==> config.mk <==
export PLATFORM = sky130hd
export DESIGN_NAME = sccpu_run_ctrl
export DESIGN_NICKNAME = d
export VERILOG_FILES = /design/src/rtl/sccpu_run_ctrl.sv
export SDC_FILE = /design/constraint.sdc
export NUM_CORES = 1
export LEC_CHECK = 0
export BUFFER_PORTS_ARGS = -buffer_cell sky130_fd_sc_hd__buf_2
export CAP_MARGIN = 25
export CORE_AREA = 4 4 83 77
export CTS_CLUSTER_DIAMETER = 80
export CTS_CLUSTER_SIZE = 10
export DETAILED_ROUTE_END_ITERATION = 7
export DIE_AREA = 0 0 87 81
export PLACE_DENSITY = 0.85
export SYNTH_ARGS = -nofsm -noshare
export SYNTH_HDL_FRONTEND = slang
export SYNTH_SLANG_ARGS = --single-unit
export TNS_END_PERCENT = 50
==> constraint.sdc <==
create_clock -name clk -period 4.9 [get_ports clk]
set_clock_uncertainty 0.15 [all_clocks]
set_input_delay 0.49 -clock clk [delete_from_list [all_inputs] [get_ports clk]]
set_output_delay 0.49 -clock clk [all_outputs]
set_load 0.02 [all_outputs]
==> src/rtl/sccpu_run_ctrl.sv <==
// Run-control sequencer: gates the single-cycle core's update enable (halt/run/step/breakpoint)
// and counts retired instructions. Define SCCPU_RUN_CTRL_BP_EN to build in the PC breakpoint.
module sccpu_run_ctrl #(
    parameter int STEP_W    = 16,
    parameter bit RESET_RUN = 1'b1
) (
    input  logic        clk,
    input  logic        rstn,
    input  logic        cmd_valid,
    input  logic [1:0]  cmd_op,
    input  logic [31:0] cmd_data,
    input  logic [31:0] pc,
    output logic        cpu_en,
    output logic        halted,
    output logic        bp_hit,
    output logic [31:0] ret_cnt,
    output logic [1:0]  state
);
    localparam logic [1:0] ST_HALT   = 2'b00;
    localparam logic [1:0] ST_RUN    = 2'b01;
    localparam logic [1:0] ST_STEP   = 2'b10;
    localparam logic [1:0] ST_RESET  = RESET_RUN ? ST_RUN : ST_HALT;
    localparam logic [1:0] OP_HALT   = 2'b00;
    localparam logic [1:0] OP_RUN    = 2'b01;
    localparam logic [1:0] OP_STEP   = 2'b10;
    localparam logic [1:0] OP_SET_BP = 2'b11;

    logic [1:0]        state_q, state_d;
    logic [STEP_W-1:0] step_left_q, step_left_d;
    logic              bp_skip_q, bp_skip_d;
    logic              halted_q;
    logic [31:0]       ret_cnt_q;
    logic              bp_match, bp_hit_set, bp_hit_clr;
    logic              cmd_halt, cmd_run, cmd_step, cmd_set_bp;
    logic [STEP_W-1:0] step_count;

    // No ready: a command is consumed on every edge where cmd_valid is high.
    assign cmd_halt   = cmd_valid && (cmd_op == OP_HALT);
    assign cmd_run    = cmd_valid && (cmd_op == OP_RUN);
    assign cmd_step   = cmd_valid && (cmd_op == OP_STEP);
    assign cmd_set_bp = cmd_valid && (cmd_op == OP_SET_BP);
    assign step_count = (cmd_data[STEP_W-1:0] == '0) ? STEP_W'(1) : cmd_data[STEP_W-1:0];

    always_ff @(posedge clk or negedge rstn) begin
        if (!rstn) begin
            state_q <= ST_RESET;
        end else begin
            state_q <= state_d;
        end
    end

    always_comb begin
        state_d     = state_q;
        step_left_d = step_left_q;
        bp_skip_d   = bp_skip_q;
        bp_hit_set  = 1'b0;
        bp_hit_clr  = 1'b0;
        case (state_q)
            ST_HALT: begin
                if (cmd_run) begin
                    state_d    = ST_RUN;
                    bp_skip_d  = 1'b1;
                    bp_hit_clr = 1'b1;
                end else if (cmd_step) begin
                    state_d     = ST_STEP;
                    step_left_d = step_count;
                    bp_hit_clr  = 1'b1;
                end
            end
            ST_RUN: begin
                bp_skip_d = 1'b0;
                if (bp_match) begin
                    state_d    = ST_HALT;
                    bp_hit_set = 1'b1;
                end else if (cmd_halt) begin
                    state_d = ST_HALT;
                end
            end
            ST_STEP: begin
                if (cmd_halt) begin
                    state_d = ST_HALT;
                end else begin
                    step_left_d = step_left_q - 1'b1;
                    if (step_left_q <= STEP_W'(1)) begin
                        state_d = ST_HALT;
                    end
                end
            end
            default: state_d = ST_HALT;
        endcase
    end

    // Zero-latency breakpoint: the matching instruction is suppressed in its own cycle.
    always_comb begin
        cpu_en = 1'b0;
        case (state_q)
            ST_RUN:  cpu_en = !bp_match;
            ST_STEP: cpu_en = 1'b1;
            default: cpu_en = 1'b0;
        endcase
    end

    always_ff @(posedge clk or negedge rstn) begin
        if (!rstn) begin
            step_left_q <= '0;
            bp_skip_q   <= 1'b0;
            halted_q    <= RESET_RUN ? 1'b0 : 1'b1;
            ret_cnt_q   <= '0;
        end else begin
            step_left_q <= step_left_d;
            bp_skip_q   <= bp_skip_d;
            halted_q    <= (state_d == ST_HALT);
            ret_cnt_q   <= ret_cnt_q + {31'd0, cpu_en};
        end
    end

`ifdef SCCPU_RUN_CTRL_BP_EN
    logic [31:0] bp_addr_q;
    logic        bp_valid_q;
    logic        bp_hit_q;

    always_ff @(posedge clk or negedge rstn) begin
        if (!rstn) begin
            bp_addr_q  <= '0;
            bp_valid_q <= 1'b0;
            bp_hit_q   <= 1'b0;
        end else begin
            if (cmd_set_bp) begin
                bp_addr_q  <= {cmd_data[31:2], 2'b00};
                bp_valid_q <= ~cmd_data[0];
            end
            if (bp_hit_set) begin
                bp_hit_q <= 1'b1;
            end else if (bp_hit_clr) begin
                bp_hit_q <= 1'b0;
            end
        end
    end

    assign bp_match = bp_valid_q && (pc == bp_addr_q) && !bp_skip_q;
    assign bp_hit   = bp_hit_q;
`else
    assign bp_match = 1'b0;
    assign bp_hit   = 1'b0;
`endif

    logic unused_inputs;
    assign unused_inputs = &{1'b0, cmd_data, pc, bp_skip_q, bp_hit_set, bp_hit_clr, cmd_set_bp};

    assign halted  = halted_q;
    assign ret_cnt = ret_cnt_q;
    assign state   = state_q;
endmodule

==> summary.txt, run 1 <==
Outcome
  • Outcome: finished clean

Synthesis
  • Library cells used by synthesis: 59
  • Synth async-reset ratio: 100%
  • Yosys warns: 0
  • Area leader, netlist: dfrtp_1
  • Sequential-to-total area share from yosys stat: 43.6%
  • Mapped Cells: 291
  • Proportion of netlist area held by the largest area contributor: 42.7%
  • Post-synth EDFFs: 0
  • Most area-consuming cells after synthesis: dfrtp_1 43%, xnor2_1 6.9%, a21oi_1 3.8%, nand3_1 3.8%, ha_1 3.4%
  • Avg Inst Size Synth: 10.1 um2
  • Post-Syn Area: 2930 um2
  • Yosys reg bits: 51
  • Post-synth top flop: dfrtp_1
  • Syn_nets: between 300 and 400

Die
  • Starting Density: between 50% and 60%
  • Die Width: 87 um
  • Core area: between 5000 and 6000 um2
  • Die height: 81 um
  • # rows: 26
  • DIE AREA: 7050 um2
  • Io pins: roughly 110

STA
  • Headroom to the max-slew limit: 44.0%
  • Final Max Tran Viols: 0
  • Slew @ Worst Pin: 836 ps
  • Final setup margin: 2300 ps
  • Setup_tns: 0 ps
  • RSZ-0062 raised after global routing: no
  • Final period util: 53.1%
  • Fin Hold WS: 121 ps
  • Final hold vios: 0
  • Final setup viols: 0
  • Fmax achieved: 385 MHz
  • Post-layout minimum cycle time: 2600 ps

Finish
  • # diodes: 0
  • Commonest non-fill, non-tap cells in the layout: 56 x buf_2, 50 x dfrtp_1, 23 x xnor2_1, 22 x nand3_1, 22 x a21oi_1
  • Fraction of layout cells with a size suffix above 1: 24.9%
  • NumNets Final: roughly 420
  • Design area: 3340 um2
  • Post-layout util: 60.1%
  • Post-synthesis to final-layout area growth: 14.0%
  • Non-Filler Instances: ~420
  • Most common cell after layout, fill and taps aside: buf_2

Power
  • Clock power frac: 16.5%
  • PwrDens: about 470 nW/um2
  • Peak VDD IR: 313 uV
  • Total power: 1.57 mW
  • Net load switching power: a little under 0.7 mW
  • Comb pwr share: 40.9%
  • Internal power: between 0.8 and 0.9 mW
  • Reg power frac: 42.6%
  • Switching Fraction: 43.5%
  • Leak: ~1.5 nW

Clock tree
  • Num CTS Buffers: 5
  • Root buffer cell: clkbuf_8
  • H-tree levels: 2
  • CTS hold repair buffers: 0
  • Skew-Pair Late Insertion Delay: between 300 and 400 ps
  • Clock slew at reported path FFs: 100 ps
  • Post-CTS Setup Bufs: 0
  • Clock tree buffer depth: 2
  • Num Clock Sinks: 51
  • TritonCTS clock tree: yes
  • Post-CTS Resized: 0

Detailed routing
  • Drt first pass iters: 5
  • # DRC: 0
  • Via count: 2468
  • Vias per inst: just under 6
  • DRT iter0 DRCs: 130
  • DR WL/cell: 15.4 um
  • Final ANT Viol Nets: 0
  • Post-Route WL: 6420 um

Worst setup path
  • Crit path max fanout: 9
  • Most used cell, CP: ha_1
  • Slowest cell on crit path: dfstp_2
  • Startpoint Class: flop
  • Critical Path RT: 4940 ps
  • Crit path from: state[0]
  • Crit path cell chain: inv_1 -> ha_1 -> ha_1 -> ha_1 -> inv_1 -> or2_1 -> or3_4 -> xnor2_2
  • Worst r2r src: state[0]
  • Worst setup path class: flop to flop
  • Slowest stage delay, CP: 630 ps
  • CP Capture Type: flop
  • WP data arrival: around 2600 ps

Global route
  • Overflow after GRT: 0
  • First-pass GRT wire length: 10800 um
  • Number of global-route vias before repair: approximately 2.4k
  • Largest net degree at the start of global routing: 52
  • Initial antenna violation count: 0
  • Global Route Usage Sum: 19.1%

Place
  • HPWL Detailed: 4730 um
  • DP Area: 3250 um2
  • Pre-CTS setup slack: approximately 2300 ps
  • IO Port Bufs: 56
  • GP Congestion: 0.825
  • Placed cell count: 408

Job
  • Max_cap viols: 0

Hold path
  • Hold Crit Class: input port to asynchronous set/reset pin
==> sequential cells by signal (all words and copies together), names as in the netlist <==
name	flops
ret_cnt	32
step_left_q	16
state	2
halted	1
==> worst max-delay path: cells and delay by family, from the launching register on <==
| kind | cells | cell delay, ps |
|---|---|---|
| simple gates | 2 | 630 |
| xor+xnor | 1 | 130 |
| fa+ha+maj | 3 | 760 |
| flops | 1 | 630 |
| buf+inv | 2 | 190 |
==> cell families (layout without fill, tap and decap cells) <==
family                     after synthesis  after routing  share of synthesized area [%]
AOI/OAI and AO/OA                       69             69                           15.7
xor gates and xnor gates                30             30                           9.22
adders and majority gates                8              8                           3.42
buffers and inverters                   22             77                           3.71
DFF                                     51             51                           43.6
muxes                                    3              3                           1.02
other                                    1              1                          0.128
and+or+nand+nor                        107            107                           23.2
==> routing by layer <==
metal  global-route usage (%)  up-vias  routed length [um]
li1                         -     1187                   -
met2                     31.3       85                3090
met1                     25.9     1192                2860
met4                     5.45        0                  30
met5                        0        -                   0
met3                     3.45        4                 437
==> path summary, 6_finish.rpt <==
path / to / slack [ps] / cells past startpoint
max: ret_cnt[10] / 2300 / 8
max reg2reg: ret_cnt[10] / 2300 / 8
max in group asynchronous: ret_cnt[4] / 4040 / 2
min reg2reg: ret_cnt[31] / 330 / 1
min: step_left_q[3] / 120 / 2
min in group clk: ret_cnt[31] / 330 / 1
==> cells in the mapped netlist, types with 4 or more instances <==
library cell,n
o211ai_1,4
nand4_1,8
nand3_1,22
nor2b_1,4
o22ai_1,5
a21oi_1,22
clkbuf_1,4
xor2_1,6
xnor2_1,23
nor4_1,6
nor2_1,14
nand2_1,19
nor3_1,6
ha_1,8
inv_1,11
o21ai_0,9
dfrtp_1,50
==> power groups by stage <==
stage               combinational, mW  sequential (mW)  clock, mW
floorplan                       0.498            0.681          0
global placement                0.615            0.669          0
detailed placement              0.644            0.676          0
CTS                             0.647            0.667      0.267
global route                    0.721            0.690      0.286
finish                          0.643            0.670      0.260
==> final cells by class <==
cell class / instances / area (um2)
clock buffer: 5 / 68.8
clock inverter: 3 / 27.5
fill: 464 / 2220
inverter: 11 / 41.3
multi-input combinational: 218 / 1540
sequential: 51 / 1280
tap: 70 / 87.6
timing repair buffer: 58 / 295
No activity file was read; power rests on OpenSTA's default activity.
==> run 2: changes to the inputs <==
--- a/config.mk
+++ b/config.mk
@@ -5,14 +5,15 @@
 export SDC_FILE = /design/constraint.sdc
 export NUM_CORES = 1
 export LEC_CHECK = 0
+export ABC_AREA = 1
 export BUFFER_PORTS_ARGS = -buffer_cell sky130_fd_sc_hd__buf_2
 export CAP_MARGIN = 25
-export CORE_AREA = 4 4 83 77
+export CORE_AREA = 4 4 87 81
 export CTS_CLUSTER_DIAMETER = 80
 export CTS_CLUSTER_SIZE = 10
 export DETAILED_ROUTE_END_ITERATION = 7
-export DIE_AREA = 0 0 87 81
-export PLACE_DENSITY = 0.85
+export DIE_AREA = 0 0 91 85
+export PLACE_DENSITY = 0.78
 export SYNTH_ARGS = -nofsm -noshare
 export SYNTH_HDL_FRONTEND = slang
 export SYNTH_SLANG_ARGS = --single-unit
==> constraint.sdc (replaced) <==
create_clock -name clk -period 2.4 [get_ports clk]
set_clock_uncertainty 0.15 [all_clocks]
set_input_delay 0.24 -clock clk [delete_from_list [all_inputs] [get_ports clk]]
set_output_delay 0.24 -clock clk [all_outputs]
set_load 0.02 [all_outputs]
==> run 2 against run 1 <==
Global-route usage decreased by 0.34 points. Die area increased by 9.8%. Register-to-register slack got worse by 2200 ps. Worst hold slack got worse by 78 ps. Sequential power increased by 88%. Sequential share of layout area decreased by 2.6 points. Power increased by 90%. Wire length increased by 7.9%. Largest power group unchanged.
==> summary.txt, run 2 <==
STA
  • Final Max Tran Viols: 0 (unchanged)
  • Post-layout minimum cycle time: 2260 ps (was 2600 ps)
  • Final hold vios: 0 (unchanged)
  • RSZ-0062 raised after global routing: no (unchanged)
  • Slew @ Worst Pin: 559 ps (was 836 ps)
  • Final period util: 94.2% (was 53.1%)
  • Fmax achieved: 442 MHz (was 385 MHz)
  • Final setup viols: 0 (unchanged)
  • Headroom to the max-slew limit: 62.8% (was 44.0%)

Worst setup path
  • Crit path max fanout: 5 (was 9)
  • Worst setup path class: flop to flop (unchanged)
  • WP data arrival: 2310 ps (was 2640 ps)
  • CP Capture Type: flop (unchanged)
  • Startpoint Class: flop (unchanged)
  • Critical Path RT: 2450 ps (was 4940 ps)

Finish
  • NumNets Final: 526 (was 422)
  • Multi-input gate area: 1590 um2 (was 1540 um2)
  • Most common cell after layout, fill and taps aside: nand2_1 (was buf_2)
  • Fraction of layout cells with a size suffix above 1: 21.8% (was 24.9%)
  • # fillers: 580 (was 464)
  • Commonest non-fill, non-tap cells in the layout: 83 x nand2_1, 56 x buf_2, 50 x dfrtp_1, 48 x nor2_1, 46 x inv_1 (was 56 x buf_2, 50 x dfrtp_1, 23 x xnor2_1, 22 x nand3_1, 22 x a21oi_1)
  • Reg area: 1280 um2 (unchanged)
  • Post-synthesis to final-layout area growth: 20.1% (was 14.0%)
  • Max reg flops: 32 (unchanged)
  • Non-Filler Instances: 522 (was 416)
  • # diodes: 0 (unchanged)

Place
  • Placed cell count: 510 (was 408)
  • HPWL Detailed: 5240 um (was 4730 um)
  • IO Port Bufs: 56 (unchanged)
  • GP Congestion: 0.901 (was 0.825)

Clock tree
  • Root buffer cell: clkbuf_8 (unchanged)
  • TritonCTS clock tree: yes (unchanged)
  • Num Clock Sinks: 51 (unchanged)
  • Clock tree buffer depth: 2 (unchanged)
  • H-tree levels: 2 (unchanged)
  • Num CTS Buffers: 5 (unchanged)
  • Skew-Pair Late Insertion Delay: 310 ps (about the same)
  • Clock slew at reported path FFs: 100 ps (about the same)

Global route
  • Number of global-route vias before repair: 2633 (was 2390)
  • Largest net degree at the start of global routing: 28 (was 52)
  • Initial antenna violation count: 0 (unchanged)
  • Overflow after GRT: 0 (unchanged)
  • Global Route Usage Sum: 18.8% (was 19.1%)
  • First-pass GRT wire length: 12100 um (was 10800 um)

Synthesis
  • Proportion of netlist area held by the largest area contributor: 41.9% (was 42.7%)
  • Library cells used by synthesis: 33 (was 59)
  • Post-synth EDFFs: 0 (unchanged)
  • Synth async-reset ratio: 100% (unchanged)
  • Commonest cells post-synth: 83 x nand2_1, 50 x dfrtp_1, 50 x nor2_1, 47 x inv_1, 28 x o21ai_0 (was 50 x dfrtp_1, 23 x xnor2_1, 22 x a21oi_1, 22 x nand3_1, 19 x nand2_1)
  • Most area-consuming cells after synthesis: dfrtp_1 42%, nand2_1 10%, xor2_1 6.5%, nor2_1 6.3%, inv_1 5.9% (was dfrtp_1 43%, xnor2_1 6.9%, a21oi_1 3.8%, nand3_1 3.8%, ha_1 3.4%)
  • Yosys warns: 0 (unchanged)
  • Area leader, netlist: dfrtp_1 (unchanged)
  • Post-Syn Area: 2990 um2 (was 2930 um2)
  • Post-synth top flop: dfrtp_1 (unchanged)
  • Mapped Cells: 381 (was 291)
  • Yosys reg bits: 51 (unchanged)
  • Sequential-to-total area share from yosys stat: 42.8% (was 43.6%)
  • Avg Inst Size Synth: 7.84 um2 (was 10.1 um2)
  • Most frequent cell after synthesis: nand2_1 (was dfrtp_1)
  • Syn_nets: 458 (was 368)

Power
  • Leak: 1.84 nW (was 1.53 nW)
  • Total power: 2.99 mW (was 1.57 mW)
  • PwrDens: 834 nW/um2 (was 471 nW/um2)
  • Peak VDD IR: 632 uV (was 313 uV)

Die
  • DIE AREA: 7740 um2 (was 7050 um2)
  • Io pins: 106 (unchanged)
  • Starting Density: 49.1% (was 52.7%)
  • Die height: 85 um (was 81 um)
  • Die Width: 91 um (was 87 um)
  • # rows: 27 (was 26)
  • Core area: 6080 um2 (was 5560 um2)

Detailed routing
  • Vias per inst: 5.19 (was 5.93)
  • Drt first pass iters: 5 (unchanged)
  • Post-Route WL: 6920 um (was 6420 um)
  • # DRC: 0 (unchanged)
  • Via count: 2707 (was 2468)
  • DRT iter0 DRCs: 126 (was 130)
  • DR WL/cell: 13.3 um (was 15.4 um)
  • Final ANT Viol Nets: 0 (unchanged)

Hold path
  • Hold Crit Class: input port to flop (was input port to asynchronous set/reset pin)

Job
  • Max_cap viols: 0 (unchanged)

Outcome
  • Outcome: finished clean (unchanged)
==> run 2: worst paths after layout <==
| path | from | endpoint | cells past startpoint | slack (ps) |
|---|---|---|---|---|
| min | cmd_data[11] | step_left_q[11] | 3 | 40 |
| min in group asynchronous | rstn | step_left_q[1] | 2 | 290 |
| min reg2reg | ret_cnt[31] | ret_cnt[31] | 1 | 340 |
| max | state[0] | ret_cnt[23] | 9 | 140 |
| max reg2reg | state[0] | ret_cnt[23] | 9 | 140 |
| max in group asynchronous | rstn | state[0] | 3 | 1130 |
==> run 2: metal layers <==
| metal | global-route usage, % | part of all wire [%] | vias up |
|---|---|---|---|
| met3 | 3.90 | 6.1 | 4 |
| met1 | 25.0 | 46 | 1269 |
| li1 | - | - | 1355 |
| met4 | 4.66 | 0.61 | 0 |
| met2 | 31.4 | 47 | 79 |
| met5 | 0 | 0 | - |
==> run 2: cell families after synthesis <==
kind of cell | after synthesis | synth area share (%)
buffers and inverters | 55 | 7.16
DFF | 51 | 42.8
and+or+nand+nor | 187 | 28.9
AOI/OAI and AO/OA | 48 | 8.59
xor gates and xnor gates | 31 | 9.09
adders and majority gates | 8 | 3.35
other | 1 | 0.126
==> run 2: power by group <==
| group | internal (mW) | switching [mW] |
|---|---|---|
| clock | 0.206 | 0.289 |
| combinational | 0.462 | 0.778 |
| sequential | 1.07 | 0.188 |
==> run 2: worst max-delay path: stages (launching register included) <==
cell and delay [ps]:
dfstp_2 540, inv_2 50, ha_4 260, ha_4 150
nand3_4 90, nor3_4 350, nand2_4 120, nor3_4 230
nand2_2 80, xnor2_1 130
==> run 2: area by class of cell <==
| cell class | instances | share of cell area, % |
|---|---|---|
| repair buffers | 68 | 10.4 |
| clock inverters | 1 | 0.140 |
| clock buffers | 7 | 2.13 |
| well taps | 72 | 2.51 |
| multi-input cells | 275 | 44.2 |
| flip-flops and latches | 51 | 35.6 |
| inverters | 48 | 5.02 |
==> run 2: repair_timing <==
item	in CTS	in global routing
hold buffers	1	0
resized for setup	3	11
endpoints found under the setup margin	3	9
buffers inserted	0	3
endpoints found under the hold margin	23	0
pin swaps	1	4
==> run 2: through the flow <==
stage / setup slack (ps) / utilization [%] / TNS [ps] / hold WS, ps / area, um2
after global placement: 42.5 / 55.9 / 0 / 114 / 3400
after global routing: 9.09 / 59.0 / 0 / 43.2 / 3590
after CTS: 20.7 / 57.7 / 0 / 36.0 / 3510
final: 139 / 59.0 / 0 / 43.0 / 3590
after detailed placement: 1.28 / 55.9 / 0 / 122 / 3400
after floorplan: -18.0 / - / -56.7 / -206 / 3010
==> run 3: changes to the inputs <==
==> config.mk (replaced) <==
export PLATFORM = sky130hd
export DESIGN_NAME = sccpu_run_ctrl
export DESIGN_NICKNAME = d
export VERILOG_FILES = /design/src/rtl/sccpu_run_ctrl.sv
export SDC_FILE = /design/constraint.sdc
export NUM_CORES = 1
export LEC_CHECK = 0
export ABC_AREA = 0
export BUFFER_PORTS_ARGS = -buffer_cell sky130_fd_sc_hd__buf_2
export CAP_MARGIN = 25
export CORE_AREA = 4 4 86 80
export CTS_CLUSTER_DIAMETER = 80
export CTS_CLUSTER_SIZE = 10
export DETAILED_ROUTE_END_ITERATION = 7
export DIE_AREA = 0 0 90 84
export GPL_TIMING_DRIVEN = 1
export PLACE_DENSITY = 0.79
export SYNTH_ARGS = -nofsm -noshare
export SYNTH_HDL_FRONTEND = slang
export SYNTH_SLANG_ARGS = --single-unit
export TNS_END_PERCENT = 50
==> run 3 against run 2 <==
Global-route usage is essentially flat. Utilization shrank 1.5 points. Final area shrank 4.2%. Final cell count shrank 19%. Clock-buffer cell count shrank 1. Sequential cell count is the same. Worst setup slack gained 53 ps. Largest power group is now combinational cells. Fmax grew 2.4%. Power grew 12%. Clock power grew 6.9%. Die area shrank 2.3%. Sequential share of layout area grew 1.6 points.
==> summary.txt, run 3 (synthesis gave the netlist of run 1 again) <==
Outcome
  • Outcome: finished clean (unchanged)

STA
  • Final Max Tran Viols: 0 (unchanged)
  • RSZ-0062 raised after global routing: no (unchanged)
  • Final hold vios: 0 (unchanged)
  • Fin Hold WS: 80.9 ps (was 43.0 ps)
  • Final setup viols: 0 (unchanged)
  • Slew @ Worst Pin: 637 ps (was 559 ps)
  • Post-layout minimum cycle time: 2210 ps (was 2260 ps)
  • Final setup margin: 192 ps (was 139 ps)
  • Setup_tns: 0 ps (unchanged)
  • Headroom to the max-slew limit: 57.5% (was 62.8%)
  • Fmax achieved: 453 MHz (was 442 MHz)
  • Final period util: 92.0% (was 94.2%)

Detailed routing
  • DR WL/cell: 16.0 um (was 13.3 um)
  • DRT iter0 DRCs: 170 (was 126)
  • Drt first pass iters: 7 (was 5)
  • Final ANT Viol Nets: 0 (unchanged)
  • Vias per inst: 5.72 (was 5.19)
  • Via count: 2421 (was 2707)
  • # DRC: 0 (unchanged)
  • Post-Route WL: 6750 um (was 6920 um)

Clock tree
  • Post-CTS Resized: 0 (was 3)
  • TritonCTS clock tree: yes (unchanged)
  • Clock slew at reported path FFs: 100 ps (about the same)
  • Num CTS Buffers: 5 (unchanged)
  • Clock tree buffer depth: 2 (unchanged)
  • Root buffer cell: clkbuf_8 (unchanged)
  • H-tree levels: 2 (unchanged)
  • Skew-Pair Late Insertion Delay: 300 ps (was 310 ps)
  • Num Clock Sinks: 51 (unchanged)

Power
  • Peak VDD IR: 537 uV (was 632 uV)
  • PwrDens: 973 nW/um2 (was 834 nW/um2)
  • Leak: 1.56 nW (was 1.84 nW)
  • Total power: 3.34 mW (was 2.99 mW)

Place
  • HPWL Detailed: 4990 um (was 5240 um)
  • DP Area: 3330 um2 (was 3400 um2)
  • Pre-CTS setup slack: 181 ps (was 1.28 ps)
  • GP Congestion: 0.822 (was 0.901)
  • IO Port Bufs: 56 (unchanged)

Global route
  • First-pass GRT wire length: 11900 um (was 12100 um)
  • Global Route Usage Sum: 18.7% (was 18.8%)
  • Overflow after GRT: 0 (unchanged)
  • Initial antenna violation count: 0 (unchanged)
  • Largest net degree at the start of global routing: 45 (was 28)
  • Number of global-route vias before repair: 2402 (was 2633)

Finish
  • Commonest non-fill, non-tap cells in the layout: 56 x buf_2, 50 x dfrtp_1, 23 x xnor2_1, 22 x nand3_1, 22 x a21oi_1 (was 83 x nand2_1, 56 x buf_2, 50 x dfrtp_1, 48 x nor2_1, 46 x inv_1)
  • Most common cell after layout, fill and taps aside: buf_2 (was nand2_1)
  • Post-synthesis to final-layout area growth: 17.3% (was 20.1%)
  • Fraction of layout cells with a size suffix above 1: 26.8% (was 21.8%)
  • # diodes: 0 (unchanged)
  • Design area: 3440 um2 (was 3590 um2)
  • Max reg flops: 32 (unchanged)
  • NumNets Final: 427 (was 526)

Worst setup path
  • CP Capture Type: flop (unchanged)
  • Crit path max fanout: 3 (was 5)
  • CP bufs+invs: 2 (was 1)
  • Crit path cell chain: inv_2 -> ha_4 -> ha_4 -> ha_4 -> inv_1 -> or2_1 -> or3_4 -> xnor2_2 (was inv_2 -> ha_4 -> ha_4 -> nand3_4 -> nor3_4 -> nand2_4 -> nor3_4 -> nand2_2 -> xnor2_1)
  • Worst setup path class: flop to flop (unchanged)
  • Slowest cell on crit path: dfstp_2 (unchanged)
  • WP data arrival: 2250 ps (was 2310 ps)
  • Critical Path RT: 2440 ps (was 2450 ps)
  • Worst r2r src: state[0] (unchanged)
  • Slowest stage delay, CP: 540 ps (about the same)
  • Most used cell, CP: ha_4
  • Worst path top cell family by delay: simple AND/OR/NAND/NOR gates (unchanged)
  • Crit path from: state[0] (unchanged)
  • Startpoint Class: flop (unchanged)

Job
  • Max_cap viols: 0 (unchanged)

Hold path
  • Worst hold start: cmd_data[15] (was cmd_data[11])
  • Hold Crit Class: input port to flop (unchanged)

Die
  • # rows: 27 (unchanged)
  • Die height: 84 um (was 85 um)
  • Die Width: 90 um (was 91 um)
  • Core area: 5980 um2 (was 6080 um2)
  • DIE AREA: 7560 um2 (was 7740 um2)
  • Starting Density: 49.0% (was 49.1%)
  • Io pins: 106 (unchanged)
-- run 3: changes by cell type in the layout (fill, tap and decap cells not counted), sizes merged, moves of 15 or more --
cell	change
nor2	-38
nand2	-66
xor2	-16
o21ai	-17
xnor2	+15
inv	-37
-- run 3: per-stage QoR --
stage	util [%]	std cells
4_1_cts	57.5	423
3_5_place_dp	55.7	414
3_3_place_gp	55.7	414
6_report	57.5	423
2_1_floorplan	-	291
5_1_grt	57.5	423
-- run 3: area by class of cell --
class	count	area [um2]
Inverter	11	41.3
Tap cell	72	90.1
Fill cell	521	2540
Clock buffer	6	82.6
Clock inverter	2	16.3
Timing Repair Buffer	63	348
Multi-Input combinational cell	218	1580
Sequential cell	51	1280
-- run 3: path summary, 6_finish.rpt --
path / to / cells after the start / slack (ps)
max: ret_cnt[10] / 8 / 190
min: step_left_q[15] / 3 / 80
max reg2reg: ret_cnt[10] / 8 / 190
min reg2reg: ret_cnt[31] / 1 / 330
max in group asynchronous: state[0] / 3 / 1110
min in group asynchronous: step_left_q[4] / 2 / 340
-- run 3: routing by layer --
metal / global-route usage (%) / up-vias / wire length [um]
met3: 3.52 / 2 / 229
met5: 0 / - / 0
met2: 30.3 / 46 / 3280
li1: - / 1196 / -
met1: 26.6 / 1177 / 3220
met4: 3.06 / 0 / 29
-- run 3: what timing repair did --
action                                 in CTS  in global routing
buffers inserted                            0                  0
hold buffers                                1                  0
endpoints found under the hold margin      25                  0
-- run 3: power breakdown --
part / switching (mW) / leakage, nW / internal (mW)
Clock: 0.293 / 0.0474 / 0.236
Sequential: 0.283 / 0.655 / 1.07
Combinational: 0.842 / 0.853 / 0.616
Total: 1.42 / 1.56 / 1.93
-- run 3: tightest hold or removal path, stage by stage --
cell and delay, ps:
buf_2 90, a32oi_1 80, o211ai_1 80
